[src/rtl/fetch_pf_if.sv]
// rtl/fetch_pf_if.sv - redirect, instruction-memory and instruction-stream signals of the prefetch unit
interface fetch_pf_if #(
  parameter int XLEN   = 32,
  parameter int ADDR_W = 14
);
  logic              redirect;
  logic [XLEN-1:0]   redirect_pc;
  logic              f_req;
  logic              f_gnt;
  logic [ADDR_W-1:0] f_mem_addr;
  logic [3:0]        f_mask;
  logic              f_wr_en;
  logic [XLEN-1:0]   f_w_data;
  logic              f_rvalid;
  logic [XLEN-1:0]   i_data;
  logic              inst_valid;
  logic [XLEN-1:0]   inst_data;
  logic [XLEN-1:0]   inst_pc;
  logic              inst_ready;
  logic              misalign;

  modport master (
    input  redirect, redirect_pc, f_gnt, f_rvalid, i_data, inst_ready,
    output f_req, f_mem_addr, f_mask, f_wr_en, f_w_data,
           inst_valid, inst_data, inst_pc, misalign
  );

  modport slave (
    output redirect, redirect_pc, f_gnt, f_rvalid, i_data, inst_ready,
    input  f_req, f_mem_addr, f_mask, f_wr_en, f_w_data,
           inst_valid, inst_data, inst_pc, misalign
  );
endinterface

[src/rtl/fetch_pf.sv]
// rtl/fetch_pf.sv - prefetching instruction-fetch unit with credit-limited request issue and flush on redirect
module fetch_pf #(
  parameter int              XLEN     = 32,
  parameter int              ADDR_W   = 14,
  parameter int              DEPTH    = 4,
  parameter logic [XLEN-1:0] RESET_PC = 32'h0000_0000
) (
  input logic        clk,
  input logic        rst,
  fetch_pf_if.master bus
);
  localparam int PW = $clog2(DEPTH);
  localparam int CW = PW + 1;

  typedef logic [CW-1:0] cnt_t;
  typedef logic [PW-1:0] ptr_t;

  logic [XLEN-1:0] fetch_pc_q, fetch_pc_d;
  logic [XLEN-1:0] resp_pc_q, resp_pc_d;
  cnt_t            count_q, count_d;
  cnt_t            outstanding_q, outstanding_d;
  cnt_t            drop_q, drop_d;
  ptr_t            rd_ptr_q, rd_ptr_d;
  ptr_t            wr_ptr_q, wr_ptr_d;
  logic            misalign_q, misalign_d;

  logic [XLEN-1:0] q_data_q [DEPTH];
  logic [XLEN-1:0] q_pc_q   [DEPTH];

  logic [CW:0] credit;
  logic        req;
  logic        grant;
  logic        rsp_ok;
  logic        push;
  logic        pop;

  // Outstanding requests plus buffered entries never exceed DEPTH, so a push always has room.
  always_comb begin
    credit = {1'b0, outstanding_q} + {1'b0, count_q};
    req    = !rst && !bus.redirect && !misalign_q && (credit < (CW+1)'(DEPTH));
    grant  = req && bus.f_gnt;
    rsp_ok = bus.f_rvalid && (outstanding_q != '0);
    push   = rsp_ok && (drop_q == '0) && !bus.redirect;
    pop    = (count_q != '0) && bus.inst_ready && !bus.redirect;
  end

  always_comb begin
    fetch_pc_d    = fetch_pc_q;
    resp_pc_d     = resp_pc_q;
    count_d       = count_q;
    outstanding_d = outstanding_q;
    drop_d        = drop_q;
    rd_ptr_d      = rd_ptr_q;
    wr_ptr_d      = wr_ptr_q;
    misalign_d    = misalign_q;
    if (bus.redirect) begin
      // Every request still in flight belongs to the old path and must be discarded on return.
      fetch_pc_d    = bus.redirect_pc;
      resp_pc_d     = bus.redirect_pc;
      count_d       = '0;
      rd_ptr_d      = '0;
      wr_ptr_d      = '0;
      outstanding_d = outstanding_q - cnt_t'(rsp_ok);
      drop_d        = outstanding_q - cnt_t'(rsp_ok);
      misalign_d    = (bus.redirect_pc[1:0] != 2'b00);
    end else begin
      if (grant) begin
        fetch_pc_d = fetch_pc_q + XLEN'(4);
      end
      outstanding_d = outstanding_q + cnt_t'(grant) - cnt_t'(rsp_ok);
      if (rsp_ok && (drop_q != '0)) begin
        drop_d = drop_q - cnt_t'(1);
      end
      if (push) begin
        resp_pc_d = resp_pc_q + XLEN'(4);
        wr_ptr_d  = wr_ptr_q + ptr_t'(1);
      end
      if (pop) begin
        rd_ptr_d = rd_ptr_q + ptr_t'(1);
      end
      count_d = count_q + cnt_t'(push) - cnt_t'(pop);
    end
  end

  always_ff @(posedge clk) begin
    if (rst) begin
      fetch_pc_q    <= RESET_PC;
      resp_pc_q     <= RESET_PC;
      count_q       <= '0;
      outstanding_q <= '0;
      drop_q        <= '0;
      rd_ptr_q      <= '0;
      wr_ptr_q      <= '0;
      misalign_q    <= 1'b0;
    end else begin
      fetch_pc_q    <= fetch_pc_d;
      resp_pc_q     <= resp_pc_d;
      count_q       <= count_d;
      outstanding_q <= outstanding_d;
      drop_q        <= drop_d;
      rd_ptr_q      <= rd_ptr_d;
      wr_ptr_q      <= wr_ptr_d;
      misalign_q    <= misalign_d;
    end
  end

  always_ff @(posedge clk) begin
    if (!rst && push) begin
      q_data_q[wr_ptr_q] <= bus.i_data;
      q_pc_q[wr_ptr_q]   <= resp_pc_q;
    end
  end

  assign bus.f_req      = req;
  assign bus.f_mem_addr = fetch_pc_q[ADDR_W+1:2];
  assign bus.f_mask     = 4'b1111;
  assign bus.f_wr_en    = 1'b0;
  assign bus.f_w_data   = '0;
  assign bus.inst_valid = !rst && (count_q != '0);
  assign bus.inst_data  = q_data_q[rd_ptr_q];
  assign bus.inst_pc    = q_pc_q[rd_ptr_q];
  assign bus.misalign   = misalign_q;
endmodule

[src/flat_wrapper.sv]
// flat-port wrapper written by rule: the top's interface ports become plain ports
module fetch_pf_flat 
#(
  parameter int              XLEN     = 32,
  parameter int              ADDR_W   = 14,
  parameter int              DEPTH    = 4,
  parameter logic [XLEN-1:0] RESET_PC = 32'h0000_0000
)
  (clk, rst, bus_redirect, bus_redirect_pc, bus_f_gnt, bus_f_rvalid, bus_i_data, bus_inst_ready, bus_f_req, bus_f_mem_addr, bus_f_mask, bus_f_wr_en, bus_f_w_data, bus_inst_valid, bus_inst_data, bus_inst_pc, bus_misalign);
  fetch_pf_if #(.XLEN(XLEN), .ADDR_W(ADDR_W)) bus_i ();
  input logic clk;
  input logic rst;
  input wire logic [$bits(bus_i.redirect)-1:0] bus_redirect;
  input wire logic [$bits(bus_i.redirect_pc)-1:0] bus_redirect_pc;
  input wire logic [$bits(bus_i.f_gnt)-1:0] bus_f_gnt;
  input wire logic [$bits(bus_i.f_rvalid)-1:0] bus_f_rvalid;
  input wire logic [$bits(bus_i.i_data)-1:0] bus_i_data;
  input wire logic [$bits(bus_i.inst_ready)-1:0] bus_inst_ready;
  output wire logic [$bits(bus_i.f_req)-1:0] bus_f_req;
  output wire logic [$bits(bus_i.f_mem_addr)-1:0] bus_f_mem_addr;
  output wire logic [$bits(bus_i.f_mask)-1:0] bus_f_mask;
  output wire logic [$bits(bus_i.f_wr_en)-1:0] bus_f_wr_en;
  output wire logic [$bits(bus_i.f_w_data)-1:0] bus_f_w_data;
  output wire logic [$bits(bus_i.inst_valid)-1:0] bus_inst_valid;
  output wire logic [$bits(bus_i.inst_data)-1:0] bus_inst_data;
  output wire logic [$bits(bus_i.inst_pc)-1:0] bus_inst_pc;
  output wire logic [$bits(bus_i.misalign)-1:0] bus_misalign;
  assign bus_i.redirect = bus_redirect;
  assign bus_i.redirect_pc = bus_redirect_pc;
  assign bus_i.f_gnt = bus_f_gnt;
  assign bus_i.f_rvalid = bus_f_rvalid;
  assign bus_i.i_data = bus_i_data;
  assign bus_i.inst_ready = bus_inst_ready;
  assign bus_f_req = bus_i.f_req;
  assign bus_f_mem_addr = bus_i.f_mem_addr;
  assign bus_f_mask = bus_i.f_mask;
  assign bus_f_wr_en = bus_i.f_wr_en;
  assign bus_f_w_data = bus_i.f_w_data;
  assign bus_inst_valid = bus_i.inst_valid;
  assign bus_inst_data = bus_i.inst_data;
  assign bus_inst_pc = bus_i.inst_pc;
  assign bus_misalign = bus_i.misalign;
  fetch_pf #(.XLEN(XLEN), .ADDR_W(ADDR_W), .DEPTH(DEPTH), .RESET_PC(RESET_PC)) u_core (.clk(clk), .rst(rst), .bus(bus_i));
endmodule
[config.mk]
export PLATFORM = sky130hd
export DESIGN_NAME = fetch_pf_flat
export DESIGN_NICKNAME = d
export VERILOG_FILES = /design/src/rtl/fetch_pf_if.sv /design/src/rtl/fetch_pf.sv /design/src/flat_wrapper.sv
export SDC_FILE = /design/constraint.sdc
export NUM_CORES = 1
export LEC_CHECK = 0
export BUFFER_PORTS_ARGS = -buffer_cell sky130_fd_sc_hd__buf_2
export CORE_MARGIN = 2
export CORE_UTILIZATION = 61
export DETAILED_ROUTE_END_ITERATION = 10
export PLACE_DENSITY = 0.84
export SYNTH_ARGS = -nofsm -noshare
export SYNTH_HDL_FRONTEND = slang
export SYNTH_SLANG_ARGS = --single-unit
[constraint.sdc]
create_clock -name clk -period 9.9 [get_ports clk]
set_input_delay 0.99 -clock clk [delete_from_list [all_inputs] [get_ports clk]]
set_output_delay 0.99 -clock clk [all_outputs]
set_load 0.01 [all_outputs]
==> flow_results.xml, run 1 <==
<?xml version="1.0" encoding="UTF-8"?>
<metrics>
  <group name="yosys">
    <metric name="synth_sequential_area_ratio" unit="%">68.18</metric>
    <metric name="synth_flop_cell" unit="">sky130_fd_sc_hd__edfxtp_1</metric>
    <metric name="yosys-top-cells-area" unit="">sky130_fd_sc_hd__edfxtp_1 59%, sky130_fd_sc_hd__mux4_2 11%, sky130_fd_sc_hd__dfxtp_1 9.5%</metric>
    <metric name="synth_top_cells_by_count" unit="">256 x sky130_fd_sc_hd__edfxtp_1, 64 x sky130_fd_sc_hd__mux4_2, 62 x sky130_fd_sc_hd__dfxtp_1, 37 x sky130_fd_sc_hd__buf_4, 33 x sky130_fd_sc_hd__nor2_1</metric>
    <metric name="mappedNetlistArea" unit="um2">13100</metric>
    <metric name="postSynthAreaPerCell" unit="um2">16.47</metric>
    <metric name="postSynthCellCount" unit="">795</metric>
    <metric name="ys_async_sr_fraction" unit="%">0</metric>
    <metric name="postSynthRegisterBits" unit="">318</metric>
    <metric name="yosys.cell_count.top_type" unit="">sky130_fd_sc_hd__edfxtp_1</metric>
    <metric name="yosysWarningCount" unit="">0</metric>
    <metric name="synth_edf_count" unit="">256</metric>
    <metric name="synthDistinctLibCells" unit="">61</metric>
    <metric name="synth_top_area_share" unit="%">58.70</metric>
    <metric name="yosys.area.top_type" unit="">sky130_fd_sc_hd__edfxtp_1</metric>
  </group>
  <group name="worst_setup_path">
    <metric name="cp-end-kind" unit="">primary output</metric>
    <metric name="critical_path_class" unit="">flop to primary output</metric>
    <metric name="critical_path.startpoint_type" unit="">flop</metric>
    <metric name="cp_max_fo" unit="">37</metric>
    <metric name="critical_path.reg2reg.startpoint" unit="">u_core.outstanding_q[2]</metric>
    <metric name="critical_path_arrival" unit="ps">2820</metric>
    <metric name="r2r-end" unit="">u_core.outstanding_q[2]</metric>
    <metric name="critPathRequiredTime" unit="ps">8910</metric>
    <metric name="ff2ff_path_depth" unit="">10</metric>
    <metric name="r2r_slack" unit="ps">6670</metric>
  </group>
  <group name="routing">
    <metric name="via_count" unit="">7553</metric>
    <metric name="wirelength_met1" unit="um">10950</metric>
    <metric name="total_wirelength_of_the_detailed_routed_design" unit="um">26530</metric>
    <metric name="drt-initial-drc-count" unit="">568</metric>
    <metric name="drc" unit="">0</metric>
    <metric name="wl_met3" unit="um">1983</metric>
    <metric name="drtPass1Iterations" unit="">5</metric>
    <metric name="post_drt_via_cell_ratio" unit="">6.057</metric>
    <metric name="post_drt_wl_per_cell" unit="um">21.28</metric>
    <metric name="route.antenna.remaining_nets" unit="">0</metric>
    <metric name="wire_length_on_met2" unit="um">12990</metric>
    <metric name="top_signal_layer_used" unit="">met4</metric>
  </group>
  <group name="finish">
    <metric name="final_layout_size_suffix_gt1_share" unit="%">28.63</metric>
    <metric name="final_cells" unit="">1247</metric>
    <metric name="filler_cell_count" unit="">1331</metric>
    <metric name="nNetsFinal" unit="">1035</metric>
    <metric name="synthesis_to_layout_area_growth" unit="%">13.97</metric>
  </group>
  <group name="timing">
    <metric name="finalHoldViolations" unit="">0</metric>
    <metric name="fmax" unit="MHz">262.8</metric>
    <metric name="final_worst_path_period_share" unit="%">38.43</metric>
    <metric name="post-route-min-period" unit="ps">3805</metric>
    <metric name="slew-limit-headroom" unit="%">34.28</metric>
    <metric name="rsz0062_at_grt" unit="">no</metric>
    <metric name="tightest_slew" unit="ps">985.8</metric>
    <metric name="clock_skew" unit="ps">13.91</metric>
    <metric name="report.final.setup_viol" unit="">0</metric>
    <metric name="worst_slack" unit="ps">6095</metric>
    <metric name="tns" unit="ps">0</metric>
    <metric name="final-max-slew-violation-count" unit="">0</metric>
  </group>
  <group name="grt">
    <metric name="grt_overflow_total" unit="">0</metric>
    <metric name="grt_usage" unit="%">23.18</metric>
    <metric name="initial_antenna_violation_count" unit="">1</metric>
    <metric name="grt_first_pass_wirelength" unit="um">40250</metric>
    <metric name="largest_net_degree_at_the_start_of_global_routing" unit="">65</metric>
    <metric name="number_of_global_route_vias_before_repair" unit="">7390</metric>
  </group>
  <group name="pwr">
    <metric name="power_per_cell_area" unit="nW/um2">192.9</metric>
    <metric name="power.switching" unit="mW">0.6521</metric>
    <metric name="p_clk_share" unit="%">38.5</metric>
    <metric name="power.leakage" unit="nW">5.114</metric>
    <metric name="ir_drop" unit="mV">0.1281</metric>
    <metric name="seq_power_share" unit="%">53.3</metric>
    <metric name="totalPowerFinal" unit="mW">2.879</metric>
    <metric name="power_switching_share" unit="%">22.65</metric>
    <metric name="power.share.combinational" unit="%">8.3</metric>
    <metric name="internal_power" unit="mW">2.227</metric>
  </group>
  <group name="floorplanning">
    <metric name="fp.dieArea" unit="um2">22650</metric>
    <metric name="initial_core_util" unit="%">62.29</metric>
    <metric name="num_rows" unit="">53</metric>
    <metric name="die_y" unit="um">150.5</metric>
    <metric name="dieWidth" unit="um">150.5</metric>
    <metric name="top_level_ports" unit="">188</metric>
    <metric name="core" unit="um2">21020</metric>
  </group>
  <group name="clock_network">
    <metric name="clock_insertion_delay_worst_skew" unit="ps">540</metric>
    <metric name="htreeDepth" unit="">1</metric>
    <metric name="cts-resized-gates" unit="">0</metric>
    <metric name="ctsHoldBuffers" unit="">0</metric>
    <metric name="post_cts_buffers" unit="">0</metric>
    <metric name="cts.sink_count" unit="">318</metric>
    <metric name="root_buffer" unit="">sky130_fd_sc_hd__clkbuf_16</metric>
    <metric name="tritoncts.num_buffers" unit="">30</metric>
    <metric name="clockBufferDepth" unit="">3</metric>
    <metric name="tritoncts" unit="">done</metric>
    <metric name="clkTransAtPathRegs" unit="ps">60</metric>
  </group>
  <group name="worst_hold_path">
    <metric name="worst_hold_path_type" unit="">flop to flop</metric>
    <metric name="hold_path.startpoint" unit="">u_core.rd_ptr_q[1]</metric>
    <metric name="min_delay_path_depth" unit="">2</metric>
  </group>
  <group name="place">
    <metric name="gp_congestion" unit="">0.9143</metric>
    <metric name="placement.io_buffers" unit="">150</metric>
    <metric name="pre_cts_slack" unit="ps">5871</metric>
    <metric name="detailedPlacementHpwl" unit="um">16260</metric>
    <metric name="dp.cells" unit="">1190</metric>
  </group>
  <group name="outcome">
    <metric name="run_status" unit="">complete, no violations</metric>
  </group>
  <group name="job">
    <metric name="timing.max_cap.violations" unit="">0</metric>
  </group>
</metrics>
## state kept, by name (all words and copies together) (netlist names), 2 cells and up, named ones only
signal                count
u_core.count_q            3
u_core.drop_q             3
u_core.fetch_pc_q        14
u_core.outstanding_q      3
u_core.q_data_q         128
u_core.q_pc_q           128
u_core.rd_ptr_q           2
u_core.resp_pc_q         32
u_core.wr_ptr_q           2
## worst max-delay path by stage
| stage | start | endpoint | slack, ps |
|---|---|---|---|
| 2_1_floorplan | bus_f_rvalid | u_core.q_data_q[0][0] | 6390 |
| 3_3_place_gp | bus_redirect | u_core.outstanding_q[2] | 5940 |
| 3_5_place_dp | bus_redirect | u_core.outstanding_q[2] | 5870 |
| 4_1_cts | flop | bus_inst_pc[5] | 5980 |
| 5_1_grt | flop | bus_inst_pc[5] | 5870 |
| 6_report | flop | bus_inst_pc[5] | 6090 |
## routing by layer
layer  global-route usage [%]  up-vias
met5                        0        -
met4                    5.802        0
met3                    3.182       45
met2                    38.45      325
met1                    32.96     3749
li1                         -     3434
## layout make-up
class                   instances  area (um2)  share of cell area [%]
diodes                          1       2.502                 0.01677
clock buffers                  48       890.9                   5.969
clock inverters                 8       70.07                  0.4695
inverters                      21       78.83                  0.5282
multi-input cells             418        3794                   25.42
flip-flops and latches        318        8934                   59.86
well taps                     275       344.1                   2.306
repair buffers                158       810.8                   5.433
## metrics by stage
stage / util, % / hold slack [ps] / area (um2)
after global routing: 70.98 / 534.8 / 14920
after floorplan: - / 459.4 / 13230
final: 71.00 / 521.7 / 14920
after CTS: 70.98 / 527.3 / 14920
after detailed placement: 66.41 / 512.3 / 13960
after global placement: 66.41 / 492.9 / 13960
## placed cells by master (no fill, tap or decap), drive strengths merged, types with 12 or more instances in the layout
cell | synthesis | final
edfxtp | 256 | 256
buf | 50 | 158
mux4 | 64 | 64
dfxtp | 62 | 62
clkbuf | 23 | 48
conb | 2 | 37
nor2 | 33 | 33
nand2 | 23 | 23
inv | 20 | 20
nand3 | 17 | 17
nor3 | 16 | 16
o21ai | 16 | 16
ha | 16 | 16
nand4 | 16 | 16
nor4 | 13 | 13
o31a | 12 | 12
## power by group through the flow
stage / Sequential [mW] / Combinational [mW] / Clock [mW]
2_1_floorplan: 1.55 / 0.171 / 0
3_5_place_dp: 1.56 / 0.235 / 0
5_1_grt: 1.54 / 0.269 / 1.17
6_report: 1.53 / 0.238 / 1.11
4_1_cts: 1.53 / 0.238 / 1.12
3_3_place_gp: 1.56 / 0.230 / 0
## logic make-up (layout without fill, tap and decap cells)
kind of cell / after synthesis / in the layout / synth area share, %
DFF: 318 / 318 / 68.18
and+or+nand+nor: 172 / 172 / 7.376
AOI/OAI and AO/OA: 107 / 107 / 6.277
buffers and inverters: 94 / 235 / 3.889
muxes: 68 / 68 / 11.31
adders and majority gates: 18 / 18 / 1.835
xor gates and xnor gates: 16 / 16 / 1.070
other: 2 / 38 / 0.05735
## critical path, stage by stage, from the launching register on
cell and delay [ps]:
sky130_fd_sc_hd__dfxtp_4 740, sky130_fd_sc_hd__buf_4 710, sky130_fd_sc_hd__mux4_2 630, sky130_fd_sc_hd__buf_2 160
(Power assumes the default switching activity.)
==> inputs of run 2 (changes only) <==
- CORE_UTILIZATION: 61 -> 57
- PLACE_DENSITY: 0.84 -> 0.79
- clock period: 9.9 -> 3.9 ns (I/O delays scaled with it)
==> run 2 against run 1 <==
Net effect: routed wire length rose by 2.3%; clock skew barely moved; non-clock buffer count rose by 6; sequential cell count did not move; register-to-register slack got worse by 5500 ps; global-route usage fell by 0.51 points; worst setup slack got worse by 5100 ps; critical endpoint is now bus_inst_pc[17]; highest routed layer is now met5.
==> flow_results.xml, run 2 (same netlist as run 1, synthesis figures left out) <==
<?xml version="1.0" encoding="UTF-8"?>
<metrics>
  <group name="outcome">
    <metric name="run_status" unit="">complete, no violations</metric>
  </group>
  <group name="routing">
    <metric name="total_wirelength_of_the_detailed_routed_design" unit="um">27150</metric>
    <metric name="drtPass1Iterations" unit="">4</metric>
    <metric name="drc" unit="">0</metric>
    <metric name="post_drt_via_cell_ratio" unit="">6.098</metric>
    <metric name="drt-initial-drc-count" unit="">598</metric>
    <metric name="post_drt_wl_per_cell" unit="um">21.55</metric>
    <metric name="via_count" unit="">7683</metric>
    <metric name="route.antenna.remaining_nets" unit="">0</metric>
  </group>
  <group name="finish">
    <metric name="layout_commonest_cell" unit="">sky130_fd_sc_hd__edfxtp_1</metric>
    <metric name="antennaDiodeCount" unit="">0</metric>
    <metric name="multi_input_area" unit="um2">3794</metric>
    <metric name="synthesis_to_layout_area_growth" unit="%">14.53</metric>
    <metric name="reg_top3" unit="">u_core.q_data_q: 128 flops, u_core.q_pc_q: 128 flops, u_core.resp_pc_q: 32 flops</metric>
    <metric name="filler_cell_count" unit="">1563</metric>
    <metric name="final_layout_size_suffix_gt1_share" unit="%">28.92</metric>
    <metric name="most-common-layout-cells" unit="">256 x sky130_fd_sc_hd__edfxtp_1, 150 x sky130_fd_sc_hd__buf_2, 64 x sky130_fd_sc_hd__mux4_2</metric>
    <metric name="nNetsFinal" unit="">1041</metric>
    <metric name="fin_area" unit="um2">15000</metric>
    <metric name="final-seq-area" unit="um2">8934</metric>
  </group>
  <group name="clock_network">
    <metric name="cts.sink_count" unit="">318</metric>
    <metric name="post_cts_buffers" unit="">0</metric>
    <metric name="clkTransAtPathRegs" unit="ps">60</metric>
    <metric name="cts-resized-gates" unit="">0</metric>
    <metric name="root_buffer" unit="">sky130_fd_sc_hd__clkbuf_16</metric>
    <metric name="clockBufferDepth" unit="">3</metric>
    <metric name="ctsHoldBuffers" unit="">0</metric>
    <metric name="htreeDepth" unit="">1</metric>
    <metric name="clock_insertion_delay_worst_skew" unit="ps">550</metric>
    <metric name="tritoncts" unit="">done</metric>
    <metric name="tritoncts.num_buffers" unit="">30</metric>
  </group>
  <group name="timing">
    <metric name="rsz0062_at_grt" unit="">no</metric>
    <metric name="clock_skew" unit="ps">13.41</metric>
    <metric name="finalHoldViolations" unit="">0</metric>
    <metric name="report.final.setup_viol" unit="">0</metric>
    <metric name="fmax" unit="MHz">346.1</metric>
    <metric name="post-route-min-period" unit="ps">2889</metric>
    <metric name="final_worst_path_period_share" unit="%">74.08</metric>
    <metric name="tns" unit="ps">0</metric>
    <metric name="final-max-slew-violation-count" unit="">0</metric>
    <metric name="tightest_slew" unit="ps">829.5</metric>
    <metric name="slew-limit-headroom" unit="%">44.24</metric>
  </group>
  <group name="worst_setup_path">
    <metric name="critPathCapture" unit="">bus_inst_pc[17]</metric>
    <metric name="critical_path_arrival" unit="ps">2500</metric>
    <metric name="ff2ff_path_depth" unit="">6</metric>
    <metric name="r2r-end" unit="">u_core.q_pc_q[1][4]</metric>
    <metric name="critical_path.reg2reg.startpoint" unit="">u_core.drop_q[0]</metric>
    <metric name="critical_path.startpoint_type" unit="">flop</metric>
    <metric name="critPathRequiredTime" unit="ps">3510</metric>
    <metric name="r2r_slack" unit="ps">1160</metric>
    <metric name="critical_path_class" unit="">flop to primary output</metric>
    <metric name="cp-end-kind" unit="">primary output</metric>
    <metric name="cp_max_fo" unit="">36</metric>
  </group>
  <group name="grt">
    <metric name="grt_first_pass_wirelength" unit="um">42170</metric>
    <metric name="grt_overflow_total" unit="">0</metric>
    <metric name="largest_net_degree_at_the_start_of_global_routing" unit="">65</metric>
    <metric name="initial_antenna_violation_count" unit="">1</metric>
    <metric name="number_of_global_route_vias_before_repair" unit="">7421</metric>
    <metric name="grt_usage" unit="%">22.66</metric>
  </group>
  <group name="place">
    <metric name="gp_congestion" unit="">0.8607</metric>
    <metric name="detailedPlacementHpwl" unit="um">17050</metric>
    <metric name="placement.io_buffers" unit="">150</metric>
    <metric name="area_after_dpl" unit="um2">14070</metric>
  </group>
  <group name="pwr">
    <metric name="power.share.combinational" unit="%">8.5</metric>
    <metric name="seq_power_share" unit="%">53.6</metric>
    <metric name="power_per_cell_area" unit="nW/um2">484.7</metric>
    <metric name="p_clk_share" unit="%">37.9</metric>
    <metric name="totalPowerFinal" unit="mW">7.270</metric>
    <metric name="internal_power" unit="mW">5.603</metric>
    <metric name="power.leakage" unit="nW">5.141</metric>
    <metric name="power_switching_share" unit="%">22.94</metric>
    <metric name="ir_drop" unit="mV">0.3470</metric>
    <metric name="power.switching" unit="mW">1.668</metric>
  </group>
  <group name="floorplanning">
    <metric name="top_level_ports" unit="">188</metric>
    <metric name="die_y" unit="um">155.6</metric>
    <metric name="fp.dieArea" unit="um2">24200</metric>
    <metric name="num_rows" unit="">55</metric>
    <metric name="core" unit="um2">22570</metric>
    <metric name="dieWidth" unit="um">155.6</metric>
    <metric name="initial_core_util" unit="%">58.02</metric>
  </group>
  <group name="worst_hold_path">
    <metric name="worst_hold_path_type" unit="">primary input to flop</metric>
  </group>
  <group name="job">
    <metric name="timing.max_cap.violations" unit="">0</metric>
  </group>
</metrics>
run 2: cell types whose count changed in the layout (fill, tap and decap cells not counted), moves of 2 or more:
cell | previous run | this run
sky130_fd_sc_hd__clkbuf_8 | 5 | 0
sky130_fd_sc_hd__clkinv_2 | 3 | 5
sky130_fd_sc_hd__clkbuf_1 | 11 | 4
sky130_fd_sc_hd__clkinvlp_2 | 1 | 3
sky130_fd_sc_hd__buf_4 | 8 | 10
sky130_fd_sc_hd__buf_12 | 0 | 4
sky130_fd_sc_hd__clkinv_1 | 2 | 9
run 2: layout make-up:
cell class | instances | share of cell area, %
flip-flops and latches | 318 | 59.56
clock buffers | 35 | 5.272
multi-input cells | 418 | 25.29
clock inverters | 19 | 0.9260
inverters | 21 | 0.5256
well taps | 285 | 2.378
repair buffers | 164 | 6.040
run 2: worst min-delay path by stage:
stage | slack, ps | cells past startpoint | from | end
after floorplan | 460 | 0 | u_core.resp_pc_q[0] | u_core.q_pc_q[0][0]
final | 60 | 1 | bus_i_data[12] | u_core.q_data_q[1][12]
after global placement | 500 | 2 | u_core.rd_ptr_q[1] | flop
after detailed placement | 500 | 2 | u_core.rd_ptr_q[1] | flop
after global routing | 40 | 1 | bus_i_data[21] | u_core.q_data_q[3][21]
after CTS | 40 | 1 | bus_i_data[23] | u_core.q_data_q[2][23]
run 2: worst max-delay path, stage by stage, from the launching register on:
cell and delay, ps:
sky130_fd_sc_hd__dfxtp_4 840, sky130_fd_sc_hd__buf_4 360, sky130_fd_sc_hd__mux4_2 550, sky130_fd_sc_hd__buf_2 160
run 2: power by group through the flow:
stage | combinational (mW) | sequential (mW) | clock, mW
2_1_floorplan | 0.433 | 3.93 | 0
3_3_place_gp | 0.602 | 3.95 | 0
3_5_place_dp | 0.614 | 3.96 | 0
4_1_cts | 0.619 | 3.89 | 2.80
5_1_grt | 0.690 | 3.91 | 2.94
6_report | 0.618 | 3.89 | 2.76
run 2: through the flow:
stage	setup WS [ps]	utilization (%)	cells	hold WS [ps]
final	1011	66.45	1260	60.59
after global routing	798.0	66.45	1260	38.00
after CTS	928.9	66.45	1260	39.54
after detailed placement	1027	62.33	1206	504.7
after global placement	1036	62.33	1206	501.2
after floorplan	782.2	-	830	459.4
run 2: layer usage:
layer / share of wire, % / routed length (um) / GRT usage (%) / vias up
met4: 2.4 / 659 / 6.466 / 2
met3: 7.3 / 1984 / 3.750 / 47
met2: 48 / 12910 / 35.46 / 334
met5: 0.048 / 13 / 0 / -
met1: 43 / 11580 / 33.54 / 3855
li1: - / - / - / 3445
==> inputs of run 3 (changes only) <==
- ABC_AREA: not set -> 1
- CORE_UTILIZATION: 57 -> 52
- PLACE_DENSITY: 0.79 -> 0.76
- clock period: 3.9 -> 2.38 ns (I/O delays scaled with it)
==> run 3 against run 2 <==
Net effect: worst setup slack worse by 880 ps; routed wire length is 13% higher; non-clock buffer count is 58 higher; synthesized cell count is 60% higher; final cell count is 45% higher; total power is 73% higher; first-iteration DRC count is 76% higher; sequential share of layout area is 4.5 points lower; final area is 8.1% higher; core utilization is 3.7 points lower; critical path depth is 1 higher; clock skew is 7.0 ps higher; critical path type unchanged; largest cell class unchanged; largest power group unchanged.
==> flow_results.xml, run 3 <==
<?xml version="1.0" encoding="UTF-8"?>
<metrics>
  <group name="grt">
    <metric name="grt_overflow_total" unit="">0</metric>
    <metric name="grt_usage" unit="%">22.00</metric>
    <metric name="largest_net_degree_at_the_start_of_global_routing" unit="">129</metric>
    <metric name="grt_first_pass_wirelength" unit="um">46930</metric>
    <metric name="number_of_global_route_vias_before_repair" unit="">9358</metric>
    <metric name="initial_antenna_violation_count" unit="">0</metric>
  </group>
  <group name="finish">
    <metric name="reg_top3" unit="">u_core.q_data_q: 128 flops, u_core.q_pc_q: 128 flops, u_core.resp_pc_q: 32 flops</metric>
    <metric name="layout_commonest_cell" unit="">sky130_fd_sc_hd__edfxtp_1</metric>
    <metric name="nNetsFinal" unit="">1560</metric>
    <metric name="filler_cell_count" unit="">2016</metric>
    <metric name="synthesis_to_layout_area_growth" unit="%">19.56</metric>
    <metric name="utilization" unit="%">62.74</metric>
    <metric name="final_cells" unit="">1828</metric>
    <metric name="most-common-layout-cells" unit="">256 x sky130_fd_sc_hd__edfxtp_1, 187 x sky130_fd_sc_hd__nor2_1, 179 x sky130_fd_sc_hd__nand2_1</metric>
    <metric name="antennaDiodeCount" unit="">0</metric>
    <metric name="final_layout_size_suffix_gt1_share" unit="%">16.41</metric>
  </group>
  <group name="routing">
    <metric name="drt-initial-drc-count" unit="">1050</metric>
    <metric name="post_drt_via_cell_ratio" unit="">5.409</metric>
    <metric name="total_wirelength_of_the_detailed_routed_design" unit="um">30770</metric>
    <metric name="via_count" unit="">9888</metric>
    <metric name="drc" unit="">0</metric>
    <metric name="post_drt_wl_per_cell" unit="um">16.83</metric>
    <metric name="route.antenna.remaining_nets" unit="">0</metric>
    <metric name="drtPass1Iterations" unit="">6</metric>
  </group>
  <group name="floorplanning">
    <metric name="die_y" unit="um">165.5</metric>
    <metric name="core" unit="um2">25840</metric>
    <metric name="num_rows" unit="">59</metric>
    <metric name="fp.dieArea" unit="um2">27380</metric>
    <metric name="dieWidth" unit="um">165.5</metric>
    <metric name="top_level_ports" unit="">188</metric>
    <metric name="initial_core_util" unit="%">52.47</metric>
  </group>
  <group name="worst_setup_path">
    <metric name="ff2ff_path_depth" unit="">12</metric>
    <metric name="r2r_slack" unit="ps">150</metric>
    <metric name="cp-end-kind" unit="">primary output</metric>
    <metric name="critical_path.startpoint_type" unit="">flop</metric>
    <metric name="critical_path_class" unit="">flop to primary output</metric>
    <metric name="critical_path.reg2reg.startpoint" unit="">u_core.outstanding_q[1]</metric>
    <metric name="cp_max_fo" unit="">128</metric>
    <metric name="critPathRequiredTime" unit="ps">2140</metric>
    <metric name="critical_path_arrival" unit="ps">2010</metric>
    <metric name="r2r-end" unit="">u_core.outstanding_q[2]</metric>
  </group>
  <group name="worst_hold_path">
    <metric name="worst_hold_path_type" unit="">primary input to flop</metric>
    <metric name="worst_hold_path.endpoint" unit="">u_core.resp_pc_q[4]</metric>
    <metric name="min_delay_path_depth" unit="">3</metric>
    <metric name="hold_path.startpoint" unit="">bus_redirect_pc[4]</metric>
  </group>
  <group name="clock_network">
    <metric name="clockBufferDepth" unit="">3</metric>
    <metric name="clkTransAtPathRegs" unit="ps">60</metric>
    <metric name="tritoncts" unit="">done</metric>
    <metric name="htreeDepth" unit="">2</metric>
    <metric name="clock_insertion_delay_worst_skew" unit="ps">520</metric>
    <metric name="root_buffer" unit="">sky130_fd_sc_hd__clkbuf_16</metric>
    <metric name="tritoncts.num_buffers" unit="">34</metric>
    <metric name="post_cts_buffers" unit="">0</metric>
    <metric name="cts.sink_count" unit="">318</metric>
  </group>
  <group name="place">
    <metric name="detailedPlacementHpwl" unit="um">19050</metric>
    <metric name="placement.io_buffers" unit="">150</metric>
    <metric name="gp_congestion" unit="">0.8960</metric>
    <metric name="pre_cts_slack" unit="ps">134.8</metric>
    <metric name="dp.cells" unit="">1726</metric>
  </group>
  <group name="timing">
    <metric name="worst_hold_slack" unit="ps">31.16</metric>
    <metric name="finalHoldViolations" unit="">0</metric>
    <metric name="worst_slack" unit="ps">127.2</metric>
    <metric name="post-route-min-period" unit="ps">2253</metric>
    <metric name="report.final.setup_viol" unit="">0</metric>
    <metric name="final_worst_path_period_share" unit="%">94.65</metric>
    <metric name="final-max-slew-violation-count" unit="">0</metric>
    <metric name="rsz0062_at_grt" unit="">no</metric>
    <metric name="tightest_slew" unit="ps">609.1</metric>
    <metric name="slew-limit-headroom" unit="%">59.35</metric>
    <metric name="fmax" unit="MHz">443.9</metric>
    <metric name="clock_skew" unit="ps">20.40</metric>
  </group>
  <group name="yosys">
    <metric name="synth_edf_count" unit="">256</metric>
    <metric name="mappedNetlistArea" unit="um2">13560</metric>
    <metric name="postSynthRegisterBits" unit="">318</metric>
    <metric name="synth_flop_cell" unit="">sky130_fd_sc_hd__edfxtp_1</metric>
    <metric name="synth_top_area_share" unit="%">56.70</metric>
    <metric name="yosysWarningCount" unit="">0</metric>
    <metric name="yosys.area.top_type" unit="">sky130_fd_sc_hd__edfxtp_1</metric>
    <metric name="yosys.cell_count.top_type" unit="">sky130_fd_sc_hd__edfxtp_1</metric>
    <metric name="synth_top_cells_by_count" unit="">256 x sky130_fd_sc_hd__edfxtp_1, 192 x sky130_fd_sc_hd__nor2_1, 179 x sky130_fd_sc_hd__nand2_1, 159 x sky130_fd_sc_hd__o21ai_0, 81 x sky130_fd_sc_hd__inv_1</metric>
    <metric name="postSynthCellCount" unit="">1273</metric>
    <metric name="synth_sequential_area_ratio" unit="%">65.85</metric>
    <metric name="postSynthAreaPerCell" unit="um2">10.65</metric>
    <metric name="ys_async_sr_fraction" unit="%">0</metric>
    <metric name="synthDistinctLibCells" unit="">37</metric>
    <metric name="yosys-top-cells-area" unit="">sky130_fd_sc_hd__edfxtp_1 57%, sky130_fd_sc_hd__dfxtp_1 9.2%, sky130_fd_sc_hd__o21ai_0 5.9%</metric>
  </group>
  <group name="outcome">
    <metric name="run_status" unit="">complete, no violations</metric>
  </group>
  <group name="pwr">
    <metric name="power.leakage" unit="nW">6.119</metric>
    <metric name="ir_drop" unit="mV">0.4875</metric>
    <metric name="power_per_cell_area" unit="nW/um2">775.3</metric>
  </group>
  <group name="job">
    <metric name="timing.max_cap.violations" unit="">0</metric>
  </group>
</metrics>
[run 3: changes by cell type in the layout (fill, tap and decap cells not counted), sizes merged, moves of 61 or more]
cell and delta:
mux4 -64, nand2 +157, inv +61, o22ai +64, o21ai +146, nor2 +167
[run 3: repair_timing]
item                                    in CTS  in global routing
hold buffers                                45                  0
endpoints found under the setup margin       0                  1
hold endpoints to repair                   142                  0
gates resized for setup                      0                  1
[run 3: per-stage QoR]
step	area, um2	power, mW	setup TNS [ps]
after floorplan	13730	7.329	-40250
after global placement	14720	7.700	0
after detailed placement	14720	7.757	0
after CTS	16210	12.63	0
after global routing	16210	13.07	0
final	16210	12.57	0
[run 3: area by class of cell]
class,count,area [um2],share of cell area (%)
multi-input cells,812,3964,24.45
clock inverters,14,147.6,0.9108
flip-flops and latches,318,8934,55.11
well taps,335,419.2,2.586
inverters,84,319.1,1.968
repair buffers,222,1541,9.510
clock buffers,43,884.6,5.457
[run 3: worst max-delay path by stage]
stage,startpoint,end,slack (ps),depth (start not counted)
6_report,flop,bus_inst_pc[13],130,4
2_1_floorplan,u_core.drop_q[0],u_core.q_data_q[0][0],-170,9
5_1_grt,u_core.count_q[1],u_core.outstanding_q[2],2,12
3_3_place_gp,u_core.outstanding_q[1],u_core.outstanding_q[2],210,12
3_5_place_dp,u_core.outstanding_q[1],u_core.outstanding_q[2],130,12
4_1_cts,u_core.outstanding_q[2],u_core.outstanding_q[2],130,12
[run 3: logic make-up (layout without fill, tap and decap cells)]
group / after synthesis / in the layout / share of synthesized area [%]
and+or+nand+nor: 471 / 471 / 14.36
DFF: 318 / 318 / 65.85
AOI/OAI and AO/OA: 272 / 272 / 10.92
buffers and inverters: 178 / 363 / 6.137
adders and majority gates: 18 / 18 / 1.772
xor gates and xnor gates: 14 / 14 / 0.9044
other: 2 / 37 / 0.05539
[run 3: critical path, stage by stage (launching register included)]
cell	delay, ps
sky130_fd_sc_hd__dfxtp_4	360
sky130_fd_sc_hd__buf_12	420
sky130_fd_sc_hd__o21ai_0	190
sky130_fd_sc_hd__o22ai_1	330
sky130_fd_sc_hd__buf_2	200
[run 3: report_power, final]
| group | internal [mW] | total (mW) | leakage [nW] | switching (mW) |
|---|---|---|---|---|
| logic | 0.505 | 1.30 | 2.78 | 0.792 |
| clock network | 2.77 | 4.84 | 0.496 | 2.07 |
| registers | 6.23 | 6.43 | 2.84 | 0.198 |
| total | 9.51 | 12.6 | 6.12 | 3.06 |
[run 3: per-layer routing]
layer	global-route usage (%)	vias up	share of wire [%]	wire length [um]
met5	0	-	0	0
met4	7.837	0	2.5	778
met3	3.871	64	7.6	2338
met2	37.19	392	49	15040
met1	28.68	4657	41	12620
li1	-	4775	-	-
